===== src/rtl/serial_link_pkg.sv =====
// -----------------------------------------------------------------------------
// serial_link_pkg
//   Definitions shared by both ends of the serial link.
//   - frame_state_t : frame-level states used by the receiver
//   - IDLE_LEVEL    : line level between frames and for the stop bit
//   - START_LEVEL   : line level of the start bit
// -----------------------------------------------------------------------------
package serial_link_pkg;

  typedef enum logic [2:0] {
    WAIT_IDLE = 3'd0,
    IDLE      = 3'd1,
    DATA      = 3'd2,
    PARITY    = 3'd3,
    STOP      = 3'd4
  } frame_state_t;

  localparam logic IDLE_LEVEL  = 1'b1;
  localparam logic START_LEVEL = 1'b0;

endpackage


===== src/rtl/serial_frame_rx_if.sv =====
// -----------------------------------------------------------------------------
// serial_frame_rx_if
//   Signal bundle between the serial receiver and its environment.
//   master : the receiver (samples sdi/rx_ready/ovr_clr, drives the word port
//            and the status flags)
//   slave  : the environment (drives the line and the consumer handshake)
//   Signals: sdi, rx_ready, ovr_clr, rx_data[DATA_W], rx_valid, par_err,
//            frm_err, overrun, busy
// -----------------------------------------------------------------------------
interface serial_frame_rx_if #(
  parameter int DATA_W = 4
);

  logic              sdi;
  logic              rx_ready;
  logic              ovr_clr;
  logic [DATA_W-1:0] rx_data;
  logic              rx_valid;
  logic              par_err;
  logic              frm_err;
  logic              overrun;
  logic              busy;

  modport master (
    input  sdi, rx_ready, ovr_clr,
    output rx_data, rx_valid, par_err, frm_err, overrun, busy
  );

  modport slave (
    output sdi, rx_ready, ovr_clr,
    input  rx_data, rx_valid, par_err, frm_err, overrun, busy
  );

endinterface


===== src/rtl/sipo_shift_reg.sv =====
// -----------------------------------------------------------------------------
// sipo_shift_reg
//   Serial-in / parallel-out shift register. New bits enter at the LSB, so the
//   first bit shifted in ends up at the MSB after W shifts.
//   Ports: clk (rising edge), clr (async clear, active-high),
//          shift_en (shift this cycle), sdi (serial in), q[W] (parallel out)
// -----------------------------------------------------------------------------
module sipo_shift_reg #(
  parameter int W = 4
) (
  input  logic         clk,
  input  logic         clr,
  input  logic         shift_en,
  input  logic         sdi,
  output logic [W-1:0] q
);

  logic [W-1:0] sr_r;

  // shift storage: clear asynchronously, shift in one bit when enabled
  always_ff @(posedge clk or posedge clr) begin
    if (clr) begin
      sr_r <= {W{1'b0}};
    end else if (shift_en) begin
      sr_r <= {sr_r[W-2:0], sdi};
    end else begin
      sr_r <= sr_r;
    end
  end

  assign q = sr_r;

endmodule


===== src/rtl/serial_frame_rx.sv =====
// -----------------------------------------------------------------------------
// serial_frame_rx
//   Receive end of the serial link. Deserialises an MSB-first frame
//   (start, DATA_W data bits, optional parity, stop) at one bit per clock,
//   checks parity and stop, and offers the word on a valid/ready port.
//   Ports: clk (rising edge), clr (async reset, active-high),
//          bus (serial_frame_rx_if.master):
//            sdi in, rx_ready in, ovr_clr in,
//            rx_data out, rx_valid out, par_err out, frm_err out (pulse),
//            overrun out (sticky), busy out
// -----------------------------------------------------------------------------
module serial_frame_rx
  import serial_link_pkg::*;
#(
  parameter int DATA_W     = 4,
  parameter bit PARITY_EN  = 1'b1,
  parameter bit PARITY_ODD = 1'b0
) (
  input  logic                clk,
  input  logic                clr,
  serial_frame_rx_if.master   bus
);

  localparam int              CNT_W    = $clog2(DATA_W);
  localparam logic [CNT_W-1:0] LAST_BIT = CNT_W'(DATA_W - 1);

  frame_state_t      state_r;
  frame_state_t      state_s;
  logic [CNT_W-1:0]  cnt_r;
  logic [DATA_W-1:0] sr_s;
  logic              perr_r;

  logic              shift_en_s;
  logic              cnt_clr_s;
  logic              par_sample_s;
  logic              deliver_s;
  logic              frame_bad_s;

  logic              take_s;
  logic              accept_s;
  logic              drop_s;

  logic [DATA_W-1:0] rx_data_r;
  logic              rx_valid_r;
  logic              par_err_r;
  logic              frm_err_r;
  logic              overrun_r;
  logic              busy_r;

  // 1 when data plus received parity bit disagree with the configured parity
  function automatic logic par_mismatch(input logic [DATA_W-1:0] d, input logic p);
    return (((^d) ^ p) != PARITY_ODD);
  endfunction

  sipo_shift_reg #(.W(DATA_W)) u_sipo (
    .clk      (clk),
    .clr      (clr),
    .shift_en (shift_en_s),
    .sdi      (bus.sdi),
    .q        (sr_s)
  );

  // frame state register
  always_ff @(posedge clk or posedge clr) begin
    if (clr) begin
      state_r <= WAIT_IDLE;
    end else begin
      state_r <= state_s;
    end
  end

  // next-state logic; start detection in IDLE is level based, so a stop bit
  // followed directly by a start bit begins the next frame without a gap
  always_comb begin
    state_s = state_r;
    case (state_r)
      WAIT_IDLE: begin
        if (bus.sdi == IDLE_LEVEL) state_s = IDLE;
        else                       state_s = WAIT_IDLE;
      end
      IDLE: begin
        if (bus.sdi == START_LEVEL) state_s = DATA;
        else                        state_s = IDLE;
      end
      DATA: begin
        if (cnt_r != LAST_BIT) state_s = DATA;
        else if (PARITY_EN)    state_s = PARITY;
        else                   state_s = STOP;
      end
      PARITY: begin
        state_s = STOP;
      end
      STOP: begin
        // a low stop bit means we are out of step: wait for the line to idle
        if (bus.sdi == IDLE_LEVEL) state_s = IDLE;
        else                       state_s = WAIT_IDLE;
      end
      default: begin
        state_s = WAIT_IDLE;
      end
    endcase
  end

  // per-state control strobes
  always_comb begin
    shift_en_s   = 1'b0;
    cnt_clr_s    = 1'b0;
    par_sample_s = 1'b0;
    deliver_s    = 1'b0;
    frame_bad_s  = 1'b0;
    case (state_r)
      IDLE: begin
        if (bus.sdi == START_LEVEL) cnt_clr_s = 1'b1;
        else                        cnt_clr_s = 1'b0;
      end
      DATA: begin
        shift_en_s = 1'b1;
      end
      PARITY: begin
        par_sample_s = 1'b1;
      end
      STOP: begin
        if (bus.sdi == IDLE_LEVEL) deliver_s   = 1'b1;
        else                       frame_bad_s = 1'b1;
      end
      default: begin
        shift_en_s = 1'b0;
      end
    endcase
  end

  // data bit counter, restarted by each start bit
  always_ff @(posedge clk or posedge clr) begin
    if (clr) begin
      cnt_r <= {CNT_W{1'b0}};
    end else if (cnt_clr_s) begin
      cnt_r <= {CNT_W{1'b0}};
    end else if (shift_en_s) begin
      cnt_r <= cnt_r + CNT_W'(1);
    end else begin
      cnt_r <= cnt_r;
    end
  end

  // parity status of the frame in flight; the shift register already holds
  // every data bit while the parity bit is on the line
  always_ff @(posedge clk or posedge clr) begin
    if (clr) begin
      perr_r <= 1'b0;
    end else if (par_sample_s) begin
      perr_r <= par_mismatch(sr_s, bus.sdi);
    end else begin
      perr_r <= perr_r;
    end
  end

  // a held word leaves the slot when consumed; a new word may replace it in
  // the same cycle, otherwise a new word arriving at a full slot is dropped
  assign take_s   = rx_valid_r & bus.rx_ready;
  assign accept_s = deliver_s & (~rx_valid_r | bus.rx_ready);
  assign drop_s   = deliver_s & rx_valid_r & ~bus.rx_ready;

  // output word slot and status flags
  always_ff @(posedge clk or posedge clr) begin
    if (clr) begin
      rx_data_r  <= {DATA_W{1'b0}};
      rx_valid_r <= 1'b0;
      par_err_r  <= 1'b0;
      frm_err_r  <= 1'b0;
      overrun_r  <= 1'b0;
      busy_r     <= 1'b0;
    end else begin
      if (accept_s) begin
        rx_data_r  <= sr_s;
        par_err_r  <= perr_r & PARITY_EN;
        rx_valid_r <= 1'b1;
      end else if (take_s) begin
        rx_valid_r <= 1'b0;
      end else begin
        rx_valid_r <= rx_valid_r;
      end
      // setting wins over a simultaneous clear request
      if (drop_s) begin
        overrun_r <= 1'b1;
      end else if (bus.ovr_clr) begin
        overrun_r <= 1'b0;
      end else begin
        overrun_r <= overrun_r;
      end
      frm_err_r <= frame_bad_s;
      busy_r    <= (state_s != IDLE);
    end
  end

  assign bus.rx_data  = rx_data_r;
  assign bus.rx_valid = rx_valid_r;
  assign bus.par_err  = par_err_r;
  assign bus.frm_err  = frm_err_r;
  assign bus.overrun  = overrun_r;
  assign bus.busy     = busy_r;

endmodule


===== src/flat_wrapper.sv =====
// flat-port wrapper written by rule: the top's interface ports become plain ports
module serial_frame_rx_flat import serial_link_pkg::*;
#(
  parameter int DATA_W     = 4,
  parameter bit PARITY_EN  = 1'b1,
  parameter bit PARITY_ODD = 1'b0
)
  (clk, clr, bus_sdi, bus_rx_ready, bus_ovr_clr, bus_rx_data, bus_rx_valid, bus_par_err, bus_frm_err, bus_overrun, bus_busy);
  serial_frame_rx_if #(.DATA_W(DATA_W)) bus_i ();
  input  logic clk;
  input  logic clr;
  input wire logic [$bits(bus_i.sdi)-1:0] bus_sdi;
  input wire logic [$bits(bus_i.rx_ready)-1:0] bus_rx_ready;
  input wire logic [$bits(bus_i.ovr_clr)-1:0] bus_ovr_clr;
  output wire logic [$bits(bus_i.rx_data)-1:0] bus_rx_data;
  output wire logic [$bits(bus_i.rx_valid)-1:0] bus_rx_valid;
  output wire logic [$bits(bus_i.par_err)-1:0] bus_par_err;
  output wire logic [$bits(bus_i.frm_err)-1:0] bus_frm_err;
  output wire logic [$bits(bus_i.overrun)-1:0] bus_overrun;
  output wire logic [$bits(bus_i.busy)-1:0] bus_busy;
  assign bus_i.sdi = bus_sdi;
  assign bus_i.rx_ready = bus_rx_ready;
  assign bus_i.ovr_clr = bus_ovr_clr;
  assign bus_rx_data = bus_i.rx_data;
  assign bus_rx_valid = bus_i.rx_valid;
  assign bus_par_err = bus_i.par_err;
  assign bus_frm_err = bus_i.frm_err;
  assign bus_overrun = bus_i.overrun;
  assign bus_busy = bus_i.busy;
  serial_frame_rx #(.DATA_W(DATA_W), .PARITY_EN(PARITY_EN), .PARITY_ODD(PARITY_ODD)) u_core (.clk(clk), .clr(clr), .bus(bus_i));
endmodule

===== config.mk =====
export PLATFORM = sky130hd
export DESIGN_NAME = serial_frame_rx_flat
export DESIGN_NICKNAME = d
export VERILOG_FILES = /design/src/rtl/serial_link_pkg.sv /design/src/rtl/serial_frame_rx_if.sv /design/src/rtl/sipo_shift_reg.sv /design/src/rtl/serial_frame_rx.sv /design/src/flat_wrapper.sv
export SDC_FILE = /design/constraint.sdc
export NUM_CORES = 1
export LEC_CHECK = 0
export CAP_MARGIN = 25
export CORE_MARGIN = 4
export CORE_UTILIZATION = 42
export DETAILED_ROUTE_END_ITERATION = 10
export GPL_TIMING_DRIVEN = 0
export PLACE_DENSITY = 0.66
export SYNTH_ARGS = -nofsm -noshare
export SYNTH_HDL_FRONTEND = slang
export SYNTH_SLANG_ARGS = --single-unit

===== constraint.sdc =====
create_clock -name clk -period 1.4 [get_ports clk]
set_input_delay 0.14 -clock clk [delete_from_list [all_inputs] [get_ports clk]]
set_output_delay 0.14 -clock clk [all_outputs]
set_load 0.01 [all_outputs]

==> parameters.txt, run 1 <==
Parameter                              Value

Outcome
  Run status ... complete, no violations

Timing
  Achievable Freq ... 740.3 MHz
  Clock Skew ... 0.004633 ns
  Worst-case hold slack ... 0.2525 ns
  Final worst path period need ... 1.351 ns
  Final Setup Violations ... 0
  Actual slew at the worst max-slew pin ... 0.7067 ns
  Slew Limit Fails ... 0
  Hold violation count in the final report ... 0
  RSZ-0062 raised after global routing ... no
  Final total negative setup slack ... 0 ns
  Tightest slew margin relative to the limit ... 52.84%
  Final Cycle Share ... 96.48%

Global route
  Total track usage ... 11.58%
  Routing layer with the top usage in global route ... met2
  Gr ovfl total ... 0
  Met1 layer usage reported by global route ... 15.65%
  Global-route track usage on met3 ... 3.438%
  First-pass GRT wire length ... 2311 um
  Antenna violations before repair ... 0
  Number of global-route vias before repair ... 502
  Global-route met2 utilization ... 17.57%
  Maximum number of pins on one net before global-route repair ... 20

Critical path
  Cell with the largest stage delay on the worst path ... sky130_fd_sc_hd__dfrtp_1
  Number of buffer and inverter instances along the worst setup path ... 0
  Worst EP required ... 1.59 ns
  Dominant delay contributor by cell family on the critical path ... simple AND/OR/NAND/NOR gates
  Worst Path Max Fanout ... 6
  Worst stage delay on the critical path ... 0.44 ns
  Worst Path Arrival ... 1.54 ns
  CP Class ... flip-flop to flip-flop
  CP Cell Sequence ... nand2b_1 > nor2_4 > mux2_2
  Launching element type of the critical path ... flip-flop
  Worst Setup End Kind ... flip-flop

Detailed routing
  Count of routing violations after the opening detailed-route iteration ... 2
  DR vias/cell ... 4.919
  DR pass1 iterations ... 4
  Detailed-route wire length ... 1315 um
  Residual antenna-violating net count after detailed routing ... 0
  Detailed-route via count ... 487
  Final routed DRC violation total ... 0
  Per-cell routed wire length ... 13.28 um

Layout
  Core Util, Final ... 56.91%
  Synthesis-to-finish area growth ... 25.35%
  Antenna diode instance count ... 0
  Fraction of final layout cells with drive strength greater than 1 ... 24.32%
  Number of nets in the final layout ... 81

Clock tree
  Maximum number of buffers from clock root to sink ... 2
  TritonCTS clock tree ... done
  Clock slew at the register clock pins of the worst setup and hold paths ... 0.12 ns
  CTS Root Buffer Type ... sky130_fd_sc_hd__clkbuf_4
  Number of sinks handled by clock tree synthesis ... 19
  Worst skew pair latency ... 0.29 ns
  Number of buffers added by the clock tree synthesis step ... 3
  H-tree levels ... 1

Logic synthesis
  Instance count of the mapped netlist ... 56
  Flip-flop cell with the highest count after synthesis ... sky130_fd_sc_hd__dfrtp_1
  Yosys warning count ... 0
  Number of distinct library cell variants in the gate-level netlist after synthesis ... 22
  Leading post-synthesis cells by cell area ... sky130_fd_sc_hd__dfrtp_1, sky130_fd_sc_hd__mux2_4, sky130_fd_sc_hd__mux2_2
  Most used standard cell by instance count after synthesis ... sky130_fd_sc_hd__dfrtp_1
  Number of synthesized flops with an enable pin ... 0
  Post-Synthesis Mean Instance Area ... 14.46 um^2
  Synth async-reset ratio ... 100.0%
  Post-Syn Nets ... 62
  Top cell type's share of synthesized area ... 58.73%
  Top cell type by total area after synthesis ... sky130_fd_sc_hd__dfrtp_1
  Number of register bits inferred by synthesis ... 19
  Top post-synthesis cells by count ... sky130_fd_sc_hd__dfrtp_1, sky130_fd_sc_hd__mux2_2, sky130_fd_sc_hd__mux2_4, sky130_fd_sc_hd__nand2_1, sky130_fd_sc_hd__inv_1
  Sequential cell area fraction in the yosys report ... 58.73%
  Post-synthesis instance area ... 809.5 um^2

Die
  Die extent in y ... 51.90 um
  Standard-cell row count ... 15
  Die Area ... 0.002694 mm^2
  Top-level port count ... 14
  Initial Util ... 45.40%
  Die Span X ... 51.90 um
  Placeable core region ... 0.001783 mm^2

Pwr
  Power per standard cell area ... 2029 mW/mm^2
  Highest ir drop seen on vdd ... 836.1 uV
  Logic gate share of total power ... 40.0%
  Static power due to leakage ... 0.4831 nW
  Flop pwr share ... 46.4%
  Net Sw Power ... 0.0006299 W
  Clock power frac ... 13.7%
  PnR Total Power ... 0.002059 W
  Switching part of the total ... 30.59%
  Cell internal power dissipation ... 0.001429 W

Hold path
  Class of the tightest hold or removal check ... primary input to async pin

Run
  Max cap viols ... 0

Placed design
  Routability-driven placement congestion ratio ... 0.7769
  Number of buffers added on ports ... 13
## metal layers
metal  routed length (um)  vias up  share of wire [%]
li1                     -      235                  -
met1                  654      238                 50
met2                  581       12                 44
met3                   66        2                5.0
met4                   12        0               0.91
met5                    0        -                  0
## path summary, 6_finish.rpt
check / from / end / slack [ns] / depth (start not counted)
setup reg to reg: u_core.state_r[0] / u_core.u_sipo.q[0] / 0.05 / 3
max in group asynchronous: clr / u_core.state_r[2] / 0.66 / 2
hold / removal: clr / u_core.u_sipo.q[1] / 0.25 / 2
setup / recovery: u_core.state_r[0] / u_core.u_sipo.q[0] / 0.05 / 3
hold reg to reg: u_core.bus.rx_data[2] / u_core.bus.rx_data[2] / 0.52 / 1
min in group clk: bus_ovr_clr / u_core.bus.overrun / 0.41 / 2
## placed cells by master, fill, tap and decap left out, types with 2 or more instances in the layout
cell,Yosys,final
sky130_fd_sc_hd__clkbuf_4,0,3
sky130_fd_sc_hd__dfrtp_1,19,18
sky130_fd_sc_hd__clkdlybuf4s50_1,0,12
sky130_fd_sc_hd__o21a_1,2,2
sky130_fd_sc_hd__mux2_4,5,5
sky130_fd_sc_hd__nand2_1,4,4
sky130_fd_sc_hd__inv_1,3,3
sky130_fd_sc_hd__nand2b_1,2,2
sky130_fd_sc_hd__o22a_1,2,2
sky130_fd_sc_hd__mux2_2,5,5
## flip-flops by register name, summed over array words and instances, names as in the netlist
register             flops
u_core.cnt_r             2
u_core.bus.rx_data       4
u_core.bus.par_err       1
u_core.bus.rx_valid      1
u_core.perr_r            1
u_core.bus.overrun       1
u_core.u_sipo.q          4
u_core.state_r           3
u_core.bus.busy          1
u_core.bus.frm_err       1
## power by group through the flow
stage | clock network, W | registers, W | logic (W)
after global placement | 0 | 0.000947 | 0.000793
after global routing | 0.000314 | 0.000993 | 0.000901
after detailed placement | 0 | 0.000964 | 0.000810
after CTS | 0.000283 | 0.000954 | 0.000819
after floorplan | 0 | 0.000956 | 0.000530
final | 0.000281 | 0.000955 | 0.000823
## metrics by stage
stage,setup slack [ns],area [um^2],std cells
2_1_floorplan,0.1138,809.5,56
3_3_place_gp,-0.1607,970.9,94
3_5_place_dp,-0.1739,970.9,94
4_1_cts,0.03211,1003,98
5_1_grt,0.0003576,1015,99
6_report,0.04926,1015,99
## cell families (layout without fill, tap and decap cells)
| group | after synthesis | after routing | synth area share (%) |
|---|---|---|---|
| multiplexers | 10 | 10 | 16.23 |
| buffers and inverters | 3 | 21 | 1.391 |
| adder cells (fa/ha/maj) | 1 | 1 | 1.545 |
| AO/OA/AOI/OAI | 7 | 7 | 6.491 |
| AND/OR/NAND/NOR | 13 | 13 | 10.66 |
| XOR/XNOR | 3 | 3 | 4.946 |
| flip-flops | 19 | 19 | 58.73 |
## final cells by class
| class | instances | area (um^2) |
|---|---|---|
| Timing Repair Buffer | 14 | 140.1 |
| Inverter | 3 | 11.26 |
| Clock buffer | 3 | 22.52 |
| Multi-Input combinational cell | 34 | 327.8 |
| Tap cell | 25 | 31.28 |
| Sequential cell | 19 | 476.7 |
| Clock inverter | 1 | 5.005 |
| Fill cell | 158 | 768.2 |
## what timing repair did
item / CTS / global route
hold buffers: 0 / 0
endpoints found under the setup margin: 4 / 10
resized for setup: 1 / 2
pin swaps: 0 / 1
cloned: 0 / 0
setup buffers: 0 / 1
## worst reg2reg max path, cell delays in order, from the launching register on
cell	delay, ns
sky130_fd_sc_hd__dfrtp_1	0.44
sky130_fd_sc_hd__nand2b_1	0.25
sky130_fd_sc_hd__nor2_4	0.20
sky130_fd_sc_hd__mux2_2	0.36
(Power assumes the default switching activity.)
==> run 2: changes to the inputs <==
Settings changed: CORE_UTILIZATION 42 to 49, PLACE_DENSITY 0.66 to 0.75.
==> parameters.txt, run 2 (synthesis results as in run 1) <==
Parameter                              Value

Critical path
  Worst R2R Setup Slack ... 0.03 ns (-0.02 ns)
  Worst Path Max Fanout ... 6 (unchanged)
  CP Class ... flip-flop to flip-flop
  Launching element type of the critical path ... flip-flop
  Worst Path Arrival ... 1.55 ns (about the same)
  End of the worst register-to-register path ... u_core.u_sipo.q[1]
  Worst EP required ... 1.59 ns (about the same)
  Reg2reg path depth ... 3 (unchanged)
  Worst reg2reg path startpoint ... u_core.state_r[0]
  Worst Setup End Kind ... flip-flop

Clock tree
  Number of buffers added by the clock tree synthesis step ... 3 (unchanged)
  H-tree levels ... 1 (unchanged)
  Maximum number of buffers from clock root to sink ... 2 (unchanged)
  Number of sinks handled by clock tree synthesis ... 19 (unchanged)
  TritonCTS clock tree ... done
  Clock slew at the register clock pins of the worst setup and hold paths ... 0.10 ns (-0.02 ns)
  Number of buffers added to fix hold violations after cts ... 0 (unchanged)
  Worst skew pair latency ... 0.29 ns (about the same)
  CTS Root Buffer Type ... sky130_fd_sc_hd__clkbuf_4

Die
  Standard-cell row count ... 14 (-1)
  Top-level port count ... 14 (unchanged)
  Initial Util ... 52.52% (+7.1 points)
  Die Area ... 0.002366 mm^2 (-12%)
  Die Span X ... 48.65 um (-6.3%)
  Die extent in y ... 48.65 um (-6.3%)
  Placeable core region ... 0.001541 mm^2 (-14%)

Detailed routing
  Detailed-route wire length ... 1269 um (-3.5%)
  Per-cell routed wire length ... 14.10 um (+6.2%)
  Detailed-route via count ... 460 (-5.5%)
  Final routed DRC violation total ... 0 (unchanged)
  Residual antenna-violating net count after detailed routing ... 0 (unchanged)
  DR pass1 iterations ... 4 (unchanged)
  Count of routing violations after the opening detailed-route iteration ... 6 (+4)
  DR vias/cell ... 5.111 (+3.9%)

Global route
  First-pass GRT wire length ... 2242 um (-3.0%)
  Gr ovfl total ... 0 (unchanged)
  Total track usage ... 11.98% (+0.40 points)
  Maximum number of pins on one net before global-route repair ... 20 (unchanged)
  Number of global-route vias before repair ... 525 (+4.6%)
  Antenna violations before repair ... 0 (unchanged)

Timing
  Clock Skew ... 0.0009154 ns (-0.003717 ns)
  Worst path setup slack after routing ... 0.03190 ns (-0.01736 ns)
  Slew Limit Fails ... 0 (unchanged)
  Final Cycle Share ... 97.72% (+1.2 points)
  Worst-case hold slack ... 0.2480 ns (-0.004496 ns)
  Hold violation count in the final report ... 0 (unchanged)
  Final Setup Violations ... 0 (unchanged)
  Actual slew at the worst max-slew pin ... 0.6870 ns (-0.01963 ns)
  Final worst path period need ... 1.368 ns (+0.01736 ns)
  Final total negative setup slack ... 0 ns (unchanged)
  Achievable Freq ... 730.9 MHz (-1.3%)
  Tightest slew margin relative to the limit ... 54.15% (+1.3 points)

Layout
  Most frequent cells in the layout ... sky130_fd_sc_hd__dfrtp_1, sky130_fd_sc_hd__clkdlybuf4s50_1, sky130_fd_sc_hd__mux2_2, sky130_fd_sc_hd__mux2_4, sky130_fd_sc_hd__nand2_1
  Most common cell after layout, fill and taps aside ... sky130_fd_sc_hd__dfrtp_1
  Antenna diode instance count ... 0 (unchanged)
  Synthesis-to-finish area growth ... 25.50%
  Post-route design area ... 0.001016 mm^2 (+0.12%)
  Fraction of final layout cells with drive strength greater than 1 ... 24.32% (unchanged)
  Fill cell total of the finished layout ... 118 (-25%)
  Number of nets in the final layout ... 81 (unchanged)

Outcome
  Run status ... complete, no violations

Run
  Max cap viols ... 0 (unchanged)

Placed design
  Number of buffers added on ports ... 13 (unchanged)
  Post-place setup slack ... -0.1417 ns (+0.03218 ns)
  Routability-driven placement congestion ratio ... 0.6715 (-14%)
  Area after detailed placement ... 959.7 um^2 (-1.2%)

Pwr
  Power per standard cell area ... 2037 mW/mm^2 (+0.42%)
  Static power due to leakage ... 0.4709 nW (-2.5%)
  Highest ir drop seen on vdd ... 1104 uV (+32%)
  PnR Total Power ... 0.002070 W (+0.55%)

Hold path
  Class of the tightest hold or removal check ... primary input to async pin
-- run 2: cell types whose count changed in the layout (fill, tap and decap cells not counted) --
cell and change:
sky130_fd_sc_hd__clkdlybuf4s50_1 +1, sky130_fd_sc_hd__clkbuf_1 +1, sky130_fd_sc_hd__dlymetal6s2s_1 -1, sky130_fd_sc_hd__nand4bb_4 +1
sky130_fd_sc_hd__clkinv_2 -1, sky130_fd_sc_hd__nand4bb_1 -1
-- run 2: how the worst max path moves through the flow --
stage                                  from  slack, ns                     to  depth (start not counted)
after floorplan           u_core.state_r[0]       0.11     u_core.u_sipo.q[0]                          3
after global placement              bus_sdi      -0.16  u_core.bus.rx_data[3]                          4
after detailed placement            bus_sdi      -0.14     u_core.bus.par_err                          4
after CTS                 u_core.state_r[0]       0.03     u_core.u_sipo.q[1]                          3
after global routing      u_core.state_r[0]     -0.006     u_core.u_sipo.q[2]                          3
final                     u_core.state_r[0]       0.03     u_core.u_sipo.q[1]                          3
-- run 2: repair_timing --
item,in CTS,in global routing
buffers inserted,0,1
pin swaps,0,1
setup endpoints to repair,4,8
endpoints found under the hold margin,0,0
resized for setup,1,2
-- run 2: metal layers --
layer | up-vias | track usage [%] | routed length, um
li1 | 232 | - | -
met1 | 215 | 14.54 | 608
met2 | 11 | 19.57 | 584
met3 | 2 | 2.454 | 66
met4 | 0 | 6.726 | 9
met5 | - | 0 | 0
-- run 2: final cells by class --
cell class / count / area [um^2] / area share [%]
Tap cell: 16 / 20.02 / 1.970
Clock buffer: 4 / 26.28 / 2.586
Multi-Input combinational cell: 34 / 344.1 / 33.87
Inverter: 3 / 11.26 / 1.108
Timing Repair Buffer: 14 / 137.6 / 13.55
Sequential cell: 19 / 476.7 / 46.92
-- run 2: metrics by stage --
stage	std cells	utilization [%]
floorplan	56	-
global placement	85	62.26
detailed placement	85	62.26
CTS	89	64.29
global route	90	65.91
finish	90	65.91
-- run 2: worst max-delay path, stage by stage, from the launching register on --
cell and delay, ns:
sky130_fd_sc_hd__dfrtp_1 0.44, sky130_fd_sc_hd__nand2b_1 0.26, sky130_fd_sc_hd__nor2_4 0.21, sky130_fd_sc_hd__mux2_2 0.35
-- run 2: where the power goes --
part	switching [W]	internal, W
Clock	0.000159	0.000111
Sequential	0.000184	0.000767
Combinational	0.000276	0.000574
Total	0.000619	0.00145
